### src/rtl/branch_predict_unit_if.sv
// Branch predictor bus: fetch-side prediction lookup, resolve-side update
// and the registered resolve results. The statistics counters exist only
// when BPU_STATS_EN is defined.
interface branch_predict_unit_if #(
    parameter int PC_WIDTH = 32
);
    logic [PC_WIDTH-1:0] i_pred_pc;
    logic                o_pred_taken;
    logic                i_res_valid;
    logic [PC_WIDTH-1:0] i_res_pc;
    logic [5:0]          i_res_type;
    logic                i_flag_zero;
    logic                i_flag_sign;
    logic                i_flag_overflow;
    logic                i_flag_carry;
    logic                i_res_pred_taken;
    logic                i_flush;
    logic                o_res_valid;
    logic                o_res_taken;
    logic                o_res_mispredict;
    logic                o_res_illegal;
`ifdef BPU_STATS_EN
    logic [31:0]         o_stat_branches;
    logic [31:0]         o_stat_mispredicts;
`endif

    // Core / fetch side: drives lookups and resolves, observes results.
    modport master (
        output i_pred_pc, i_res_valid, i_res_pc, i_res_type,
        output i_flag_zero, i_flag_sign, i_flag_overflow, i_flag_carry,
        output i_res_pred_taken, i_flush,
        input  o_pred_taken, o_res_valid, o_res_taken, o_res_mispredict, o_res_illegal
`ifdef BPU_STATS_EN
        , input o_stat_branches, o_stat_mispredicts
`endif
    );

    // Predictor side.
    modport slave (
        input  i_pred_pc, i_res_valid, i_res_pc, i_res_type,
        input  i_flag_zero, i_flag_sign, i_flag_overflow, i_flag_carry,
        input  i_res_pred_taken, i_flush,
        output o_pred_taken, o_res_valid, o_res_taken, o_res_mispredict, o_res_illegal
`ifdef BPU_STATS_EN
        , output o_stat_branches, o_stat_mispredicts
`endif
    );
endinterface

### src/rtl/branch_predict_unit.sv
// Bimodal branch predictor: a table of 2-bit saturating counters indexed
// by pc[IDX_W+1:2]. Lookup is combinational from the registered table;
// resolves update the table on the next edge and produce registered
// outcome/mispredict/illegal flags one cycle later.
// Optional feature macro: BPU_STATS_EN adds 32-bit branch and mispredict
// counters that a flush does not clear.
module branch_predict_unit #(
    parameter int PC_WIDTH = 32,
    parameter int ENTRIES  = 64
) (
    input  logic                  i_clk,
    input  logic                  i_rst_n,
    branch_predict_unit_if.slave  bus
);
    localparam int IDX_W = $clog2(ENTRIES);

    localparam logic [5:0] BR_BEQ  = 6'd0;
    localparam logic [5:0] BR_BNE  = 6'd1;
    localparam logic [5:0] BR_BGE  = 6'd2;
    localparam logic [5:0] BR_BGEU = 6'd3;
    localparam logic [5:0] BR_BLT  = 6'd4;
    localparam logic [5:0] BR_BLTU = 6'd5;
    localparam logic [5:0] BR_BAL  = 6'd6;

    localparam logic [1:0] CTR_WEAK_NT = 2'd1;

    // Branch outcome from the compare flags; unknown types resolve not-taken.
    function automatic logic branch_outcome(
        input logic [5:0] br_type,
        input logic       zero,
        input logic       sign,
        input logic       ovf,
        input logic       carry
    );
        logic taken;
        taken = 1'b0;
        case (br_type)
            BR_BEQ:  taken = zero;
            BR_BNE:  taken = ~zero;
            BR_BGE:  taken = (sign == ovf);
            BR_BGEU: taken = carry;
            BR_BLT:  taken = (sign != ovf);
            BR_BLTU: taken = ~carry;
            BR_BAL:  taken = 1'b1;
            default: taken = 1'b0;
        endcase
        return taken;
    endfunction

    // One saturating step of a 2-bit history counter.
    function automatic logic [1:0] ctr_step(input logic [1:0] ctr, input logic up);
        logic [1:0] nxt;
        nxt = ctr;
        if (up && ctr != 2'd3) begin
            nxt = ctr + 2'd1;
        end else if (!up && ctr != 2'd0) begin
            nxt = ctr - 2'd1;
        end
        return nxt;
    endfunction

    logic [1:0]       table_q [ENTRIES];
    logic [IDX_W-1:0] pred_idx;
    logic [IDX_W-1:0] res_idx;
    logic             res_legal_p0;
    logic             res_taken_p0;
    logic             res_mispredict_p0;
    logic             vld_p1;
    logic             res_taken_p1;
    logic             res_mispredict_p1;
    logic             res_illegal_p1;
    logic             unused_pc_bits;

    // Only pc[IDX_W+1:2] selects an entry; the rest is aliased away.
    assign unused_pc_bits = ^{bus.i_pred_pc, bus.i_res_pc};

    assign pred_idx = bus.i_pred_pc[IDX_W+1:2];
    assign res_idx  = bus.i_res_pc[IDX_W+1:2];

    // ---- stage p0: decode the resolving branch ----
    assign res_legal_p0      = (bus.i_res_type <= BR_BAL);
    assign res_taken_p0      = branch_outcome(bus.i_res_type, bus.i_flag_zero,
                                              bus.i_flag_sign, bus.i_flag_overflow,
                                              bus.i_flag_carry);
    assign res_mispredict_p0 = res_taken_p0 ^ bus.i_res_pred_taken;

    // No bypass: a same-cycle update to this index shows up next cycle.
    assign bus.o_pred_taken = table_q[pred_idx][1];

    // History table: reset/flush to weak-not-taken, else step on legal resolves.
    always_ff @(posedge i_clk or negedge i_rst_n) begin
        if (!i_rst_n) begin
            for (int i = 0; i < ENTRIES; i++) begin
                table_q[i] <= CTR_WEAK_NT;
            end
        end else if (bus.i_flush) begin
            for (int i = 0; i < ENTRIES; i++) begin
                table_q[i] <= CTR_WEAK_NT;
            end
        end else if (bus.i_res_valid && res_legal_p0) begin
            table_q[res_idx] <= ctr_step(table_q[res_idx], res_taken_p0);
        end
    end

    // ---- stage p1: registered resolve results, zero when no resolve ----
    // Result register; an illegal type still reports, with taken forced low.
    always_ff @(posedge i_clk or negedge i_rst_n) begin
        if (!i_rst_n) begin
            vld_p1            <= 1'b0;
            res_taken_p1      <= 1'b0;
            res_mispredict_p1 <= 1'b0;
            res_illegal_p1    <= 1'b0;
        end else begin
            vld_p1            <= bus.i_res_valid;
            res_taken_p1      <= bus.i_res_valid & res_taken_p0;
            res_mispredict_p1 <= bus.i_res_valid & res_mispredict_p0;
            res_illegal_p1    <= bus.i_res_valid & ~res_legal_p0;
        end
    end

    assign bus.o_res_valid      = vld_p1;
    assign bus.o_res_taken      = res_taken_p1;
    assign bus.o_res_mispredict = res_mispredict_p1;
    assign bus.o_res_illegal    = res_illegal_p1;

`ifdef BPU_STATS_EN
    logic [31:0] stat_branches_q;
    logic [31:0] stat_mispredicts_q;

    // Statistics count legal resolves only and survive a flush.
    always_ff @(posedge i_clk or negedge i_rst_n) begin
        if (!i_rst_n) begin
            stat_branches_q    <= 32'd0;
            stat_mispredicts_q <= 32'd0;
        end else if (bus.i_res_valid && res_legal_p0) begin
            stat_branches_q <= stat_branches_q + 32'd1;
            if (res_mispredict_p0) begin
                stat_mispredicts_q <= stat_mispredicts_q + 32'd1;
            end
        end
    end

    assign bus.o_stat_branches    = stat_branches_q;
    assign bus.o_stat_mispredicts = stat_mispredicts_q;
`endif

endmodule

### src/flat_wrapper.sv
// flat-port wrapper written by rule: the top's interface ports become plain ports
module branch_predict_unit_flat 
#(
    parameter int PC_WIDTH = 32,
    parameter int ENTRIES  = 64
)
  (i_clk, i_rst_n, bus_i_pred_pc, bus_i_res_valid, bus_i_res_pc, bus_i_res_type, bus_i_flag_zero, bus_i_flag_sign, bus_i_flag_overflow, bus_i_flag_carry, bus_i_res_pred_taken, bus_i_flush, bus_o_pred_taken, bus_o_res_valid, bus_o_res_taken, bus_o_res_mispredict, bus_o_res_illegal);
  branch_predict_unit_if #(.PC_WIDTH(PC_WIDTH)) bus_i ();
  input  logic i_clk;
  input  logic i_rst_n;
  input wire logic [$bits(bus_i.i_pred_pc)-1:0] bus_i_pred_pc;
  input wire logic [$bits(bus_i.i_res_valid)-1:0] bus_i_res_valid;
  input wire logic [$bits(bus_i.i_res_pc)-1:0] bus_i_res_pc;
  input wire logic [$bits(bus_i.i_res_type)-1:0] bus_i_res_type;
  input wire logic [$bits(bus_i.i_flag_zero)-1:0] bus_i_flag_zero;
  input wire logic [$bits(bus_i.i_flag_sign)-1:0] bus_i_flag_sign;
  input wire logic [$bits(bus_i.i_flag_overflow)-1:0] bus_i_flag_overflow;
  input wire logic [$bits(bus_i.i_flag_carry)-1:0] bus_i_flag_carry;
  input wire logic [$bits(bus_i.i_res_pred_taken)-1:0] bus_i_res_pred_taken;
  input wire logic [$bits(bus_i.i_flush)-1:0] bus_i_flush;
  output wire logic [$bits(bus_i.o_pred_taken)-1:0] bus_o_pred_taken;
  output wire logic [$bits(bus_i.o_res_valid)-1:0] bus_o_res_valid;
  output wire logic [$bits(bus_i.o_res_taken)-1:0] bus_o_res_taken;
  output wire logic [$bits(bus_i.o_res_mispredict)-1:0] bus_o_res_mispredict;
  output wire logic [$bits(bus_i.o_res_illegal)-1:0] bus_o_res_illegal;
  assign bus_i.i_pred_pc = bus_i_pred_pc;
  assign bus_i.i_res_valid = bus_i_res_valid;
  assign bus_i.i_res_pc = bus_i_res_pc;
  assign bus_i.i_res_type = bus_i_res_type;
  assign bus_i.i_flag_zero = bus_i_flag_zero;
  assign bus_i.i_flag_sign = bus_i_flag_sign;
  assign bus_i.i_flag_overflow = bus_i_flag_overflow;
  assign bus_i.i_flag_carry = bus_i_flag_carry;
  assign bus_i.i_res_pred_taken = bus_i_res_pred_taken;
  assign bus_i.i_flush = bus_i_flush;
  assign bus_o_pred_taken = bus_i.o_pred_taken;
  assign bus_o_res_valid = bus_i.o_res_valid;
  assign bus_o_res_taken = bus_i.o_res_taken;
  assign bus_o_res_mispredict = bus_i.o_res_mispredict;
  assign bus_o_res_illegal = bus_i.o_res_illegal;
  branch_predict_unit #(.PC_WIDTH(PC_WIDTH), .ENTRIES(ENTRIES)) u_core (.i_clk(i_clk), .i_rst_n(i_rst_n), .bus(bus_i));
endmodule
### config.mk
export PLATFORM = sky130hd
export DESIGN_NAME = branch_predict_unit_flat
export DESIGN_NICKNAME = d
export VERILOG_FILES = /design/src/rtl/branch_predict_unit_if.sv /design/src/rtl/branch_predict_unit.sv /design/src/flat_wrapper.sv
export SDC_FILE = /design/constraint.sdc
export NUM_CORES = 1
export LEC_CHECK = 0
export ABC_AREA = 1
export CORE_UTILIZATION = 58
export CTS_BUF_LIST = sky130_fd_sc_hd__clkbuf_4 sky130_fd_sc_hd__clkbuf_8 sky130_fd_sc_hd__clkbuf_16
export DETAILED_ROUTE_END_ITERATION = 12
export MAX_ROUTING_LAYER = met4
export PLACE_DENSITY = 0.81
export SYNTH_ARGS = -nofsm -noshare
export SYNTH_HDL_FRONTEND = slang
export SYNTH_SLANG_ARGS = --single-unit
### constraint.sdc
create_clock -name i_clk -period 3.1 [get_ports i_clk]
set_input_delay 0.93 -clock i_clk [delete_from_list [all_inputs] [get_ports i_clk]]
set_output_delay 0.93 -clock i_clk [all_outputs]
set_load 0.005 [all_outputs]
==> impl_metrics.csv <==
group,metric,value,unit
hold_path,hold_depth,2,
layout,diodes,0,
global_route,grt_use_total,0.416,
global_route,grt_pass1_vias,8968,
sta,min_period,3.09,ns
clock_tree,path_clk_slew,0.06,ns
routing,dr.max_layer_used,"met4",
clock_tree,worstSkewPairLatency,0.44,ns
layout,stdcell_area,11200,um^2
setup_path,arrival,3.47,ns
sta,fin_skew,0.0106,ns
hold_path,worstHoldStart,"u_core.table_q[43]",
placed_design,place_congestion,1.01,
routing,ant_nets,0,
layout,nNetsFinal,1543,
floorplanning,core_area,14500,um^2
floorplanning,die_h,124,um
logic_synthesis,synthCells,1349,
routing,route.met2.wl,14200,um
setup_path,cp_slowest_cell,"dlygate4sd2_1",
setup_path,critical_path_peak_fanout,8,
logic_synthesis,syn_avg_cell_area,6.40,um^2
sta,finalMaxSlewViolations,0,
routing,viasPerCell,6.27,
global_route,grt_start_max_net_pins,65,
logic_synthesis,synth_cell_types,35,
floorplanning,fp-row-count,44,
layout,finalCoreUtilization,0.770,
sta,finalSetupTns,0,ns
setup_path,r2r_end,"u_core.table_q[125]",
floorplanning,die_area,15400,um^2
clock_tree,hold_buffers,0,
setup_path,reg2reg_slack,0.35,ns
setup_path,path_class,"primary input to flip-flop",
routing,drt_iter0_drc,1845,
sta,max_slew_margin,0.526,
routing,wl_met3,5460,um
power,leakage,0.00582,uW
floorplanning,io_pins,84,
hold_path,hold_end,"u_core.table_q[43]",
layout,layout_commonest_cell,"nand2_1",
sta,min_period_over_period,0.998,
power,peakVddDrop,388,uV
logic_synthesis,synth_ff_type,"dfrtp_1",
floorplanning,initial_core_util,0.594,
setup_path,reg2reg_depth,21,
logic_synthesis,netlist_area,8640,um^2
layout,drive_gt1_frac,0.198,
hold_path,hp-class,"flip-flop to flip-flop",
routing,drt_wl_total,33500,um
routing,drc,0,
setup_path,required,3.47,ns
global_route,grt_pass1_wl,46400,um
logic_synthesis,synth_fp_nets,1430,
logic_synthesis,seq_area_frac_synth,0.392,
layout,areaGrowthSynthToFinish,29.6,%
clock_tree,numCtsBuffers,17,
power,p_per_area,456,nW/um^2
routing,vias,10400,
setup_path,crit_path_end_kind,"flip-flop",
sta,setup_violations,0,
sta,hold-worst-slack,0.512,ns
job,maxCapViolCount,0,
placed_design,portBuffers,31,
floorplanning,fp.dieW,124,um
routing,post_drt_wl_per_cell,20.2,um
logic_synthesis,yosys_register_bits,132,
clock_tree,htreeDepth,4,
power,fin_total_pwr,5110,uW
setup_path,crit_chain,"dlygate4sd2_1 > buf_4 > nor3_1 > buf_4 > o21ai_2 > nand2_1 > nor2_2 > nand2_2 > inv_2 > ha_1 > inv_1 > nand4_1 > buf_4 > nand3_2 > nand2_4 > nand2_8 > buf_6 > nand2_1 > nand2_1",
logic_synthesis,async_flop_share,1.00,
clock_tree,cts.sinks,132,
status,status,"finished, final reports clean",
global_route,overflow,0,
routing,drtPass1Iterations,9,
setup_path,critPathLaunchType,"primary input",
sta,tightest_slew,0.712,ns
clock_tree,cts_tree,"built",
logic_synthesis,synth_edf_count,0,
global_route,antenna_found_initial,0,
clock_tree,clockBufferDepth,2,
placed_design,place_hpwl,19900,um
sta,fmax,323,MHz
sta,hold_viol,0,
setup_path,critical_path.max_stage_delay,0.29,ns
clock_tree,root_buffer,"clkbuf_16",
placed_design,dpl_cell_area,9870,um^2
layout,final_cell_mix,"595 x nand2_1, 113 x inv_1, 98 x buf_4, 85 x nor2_1, 68 x dfrtp_1",
setup_path,r2r-start,"u_core.table_q[106]",
routing,drt-met1-wl,11500,um
logic_synthesis,yosys_warnings,0,
[synthesized netlist by cell type (3+ instances only)]
cell / n / area [um^2]
nand2_1: 608 / 2280
inv_1: 122 / 458
nor2_1: 87 / 327
dfrtp_1: 68 / 1700
a21oi_1: 66 / 330
dfstp_2: 64 / 1680
nor3_1: 61 / 305
nand3_1: 48 / 240
o21ai_0: 46 / 230
clkbuf_1: 42 / 158
nor4_1: 30 / 188
o211ai_1: 19 / 143
buf_2: 14 / 70.1
buf_4: 11 / 82.6
o21ai_1: 9 / 45.0
o221ai_1: 8 / 70.1
o22ai_1: 8 / 50.1
buf_6: 5 / 56.3
buf_1: 4 / 15.0
nand2_2: 4 / 25.0
nand4_1: 3 / 18.8
nor2_2: 3 / 18.8
or2_1: 3 / 18.8
[metal layers]
layer | up-vias | GRT usage
li1 | 4517 | -
met1 | 4621 | 0.508
met2 | 981 | 0.605
met3 | 270 | 0.120
met4 | 0 | 0.256
met5 | - | -
[power by group]
part	internal, uW	total [uW]	switching, uW
registers	1770	1780	14.7
logic	465	1170	702
clock network	1360	2160	797
total	3590	5110	1510
[worst max path at each step]
stage | from | endpoint | cells past startpoint
final | bus_i_res_pc[5] | u_core.table_q[125] | 19
after global routing | bus_i_res_pc[2] | u_core.table_q[103] | 20
after CTS | bus_i_pred_pc[4] | bus_o_pred_taken | 7
after detailed placement | bus_i_pred_pc[2] | bus_o_pred_taken | 10
after global placement | bus_i_pred_pc[2] | bus_o_pred_taken | 10
after floorplan | bus_i_res_pc[3] | u_core.table_q[66] | 22
[layout make-up]
type | count | area (um^2)
clock inverters | 13 | 183
clock buffers | 18 | 439
fillers | 971 | 3340
well taps | 184 | 230
flip-flops and latches | 132 | 3380
multi-input cells | 1014 | 4570
repair buffers | 171 | 1900
inverters | 126 | 488
[worst max-delay path: cells and delay by family]
kind | cells | cell delay [ns]
simple gates | 10 | 1.12
compound gates | 1 | 0.08
buf+inv | 7 | 1.16
fa+ha+maj | 1 | 0.18
[through the flow]
step | setup slack, ns | std cells
after floorplan | 0.114 | 1349
after CTS | 0.00350 | 1638
final | 0.00656 | 1658
after detailed placement | -0.841 | 1604
after global routing | -0.116 | 1658
after global placement | -0.802 | 1604
[flip-flops by register name (all words and copies together), names as in the netlist]
signal and count:
u_core.bus.o_res_taken 1, u_core.table_q 128, u_core.bus.o_res_valid 1, u_core.bus.o_res_mispredict 1, u_core.bus.o_res_illegal 1
[logic make-up (layout without fill, tap and decap cells)]
| family | after synthesis | after routing | share of synthesized area |
|---|---|---|---|
| AOI/OAI and AO/OA | 157 | 157 | 0.101 |
| xor gates and xnor gates | 3 | 3 | 0.00304 |
| adders and majority gates | 2 | 2 | 0.00290 |
| buffers and inverters | 203 | 328 | 0.0995 |
| DFF | 132 | 132 | 0.392 |
| and+or+nand+nor | 852 | 852 | 0.402 |
[repair_timing]
item / in CTS / in global routing
endpoints found under the setup margin: 129 / 129
cloned: 3 / 16
setup buffers: 0 / 4
resized for setup: 45 / 84
pin swaps: 12 / 30
(Power assumes the default switching activity.)
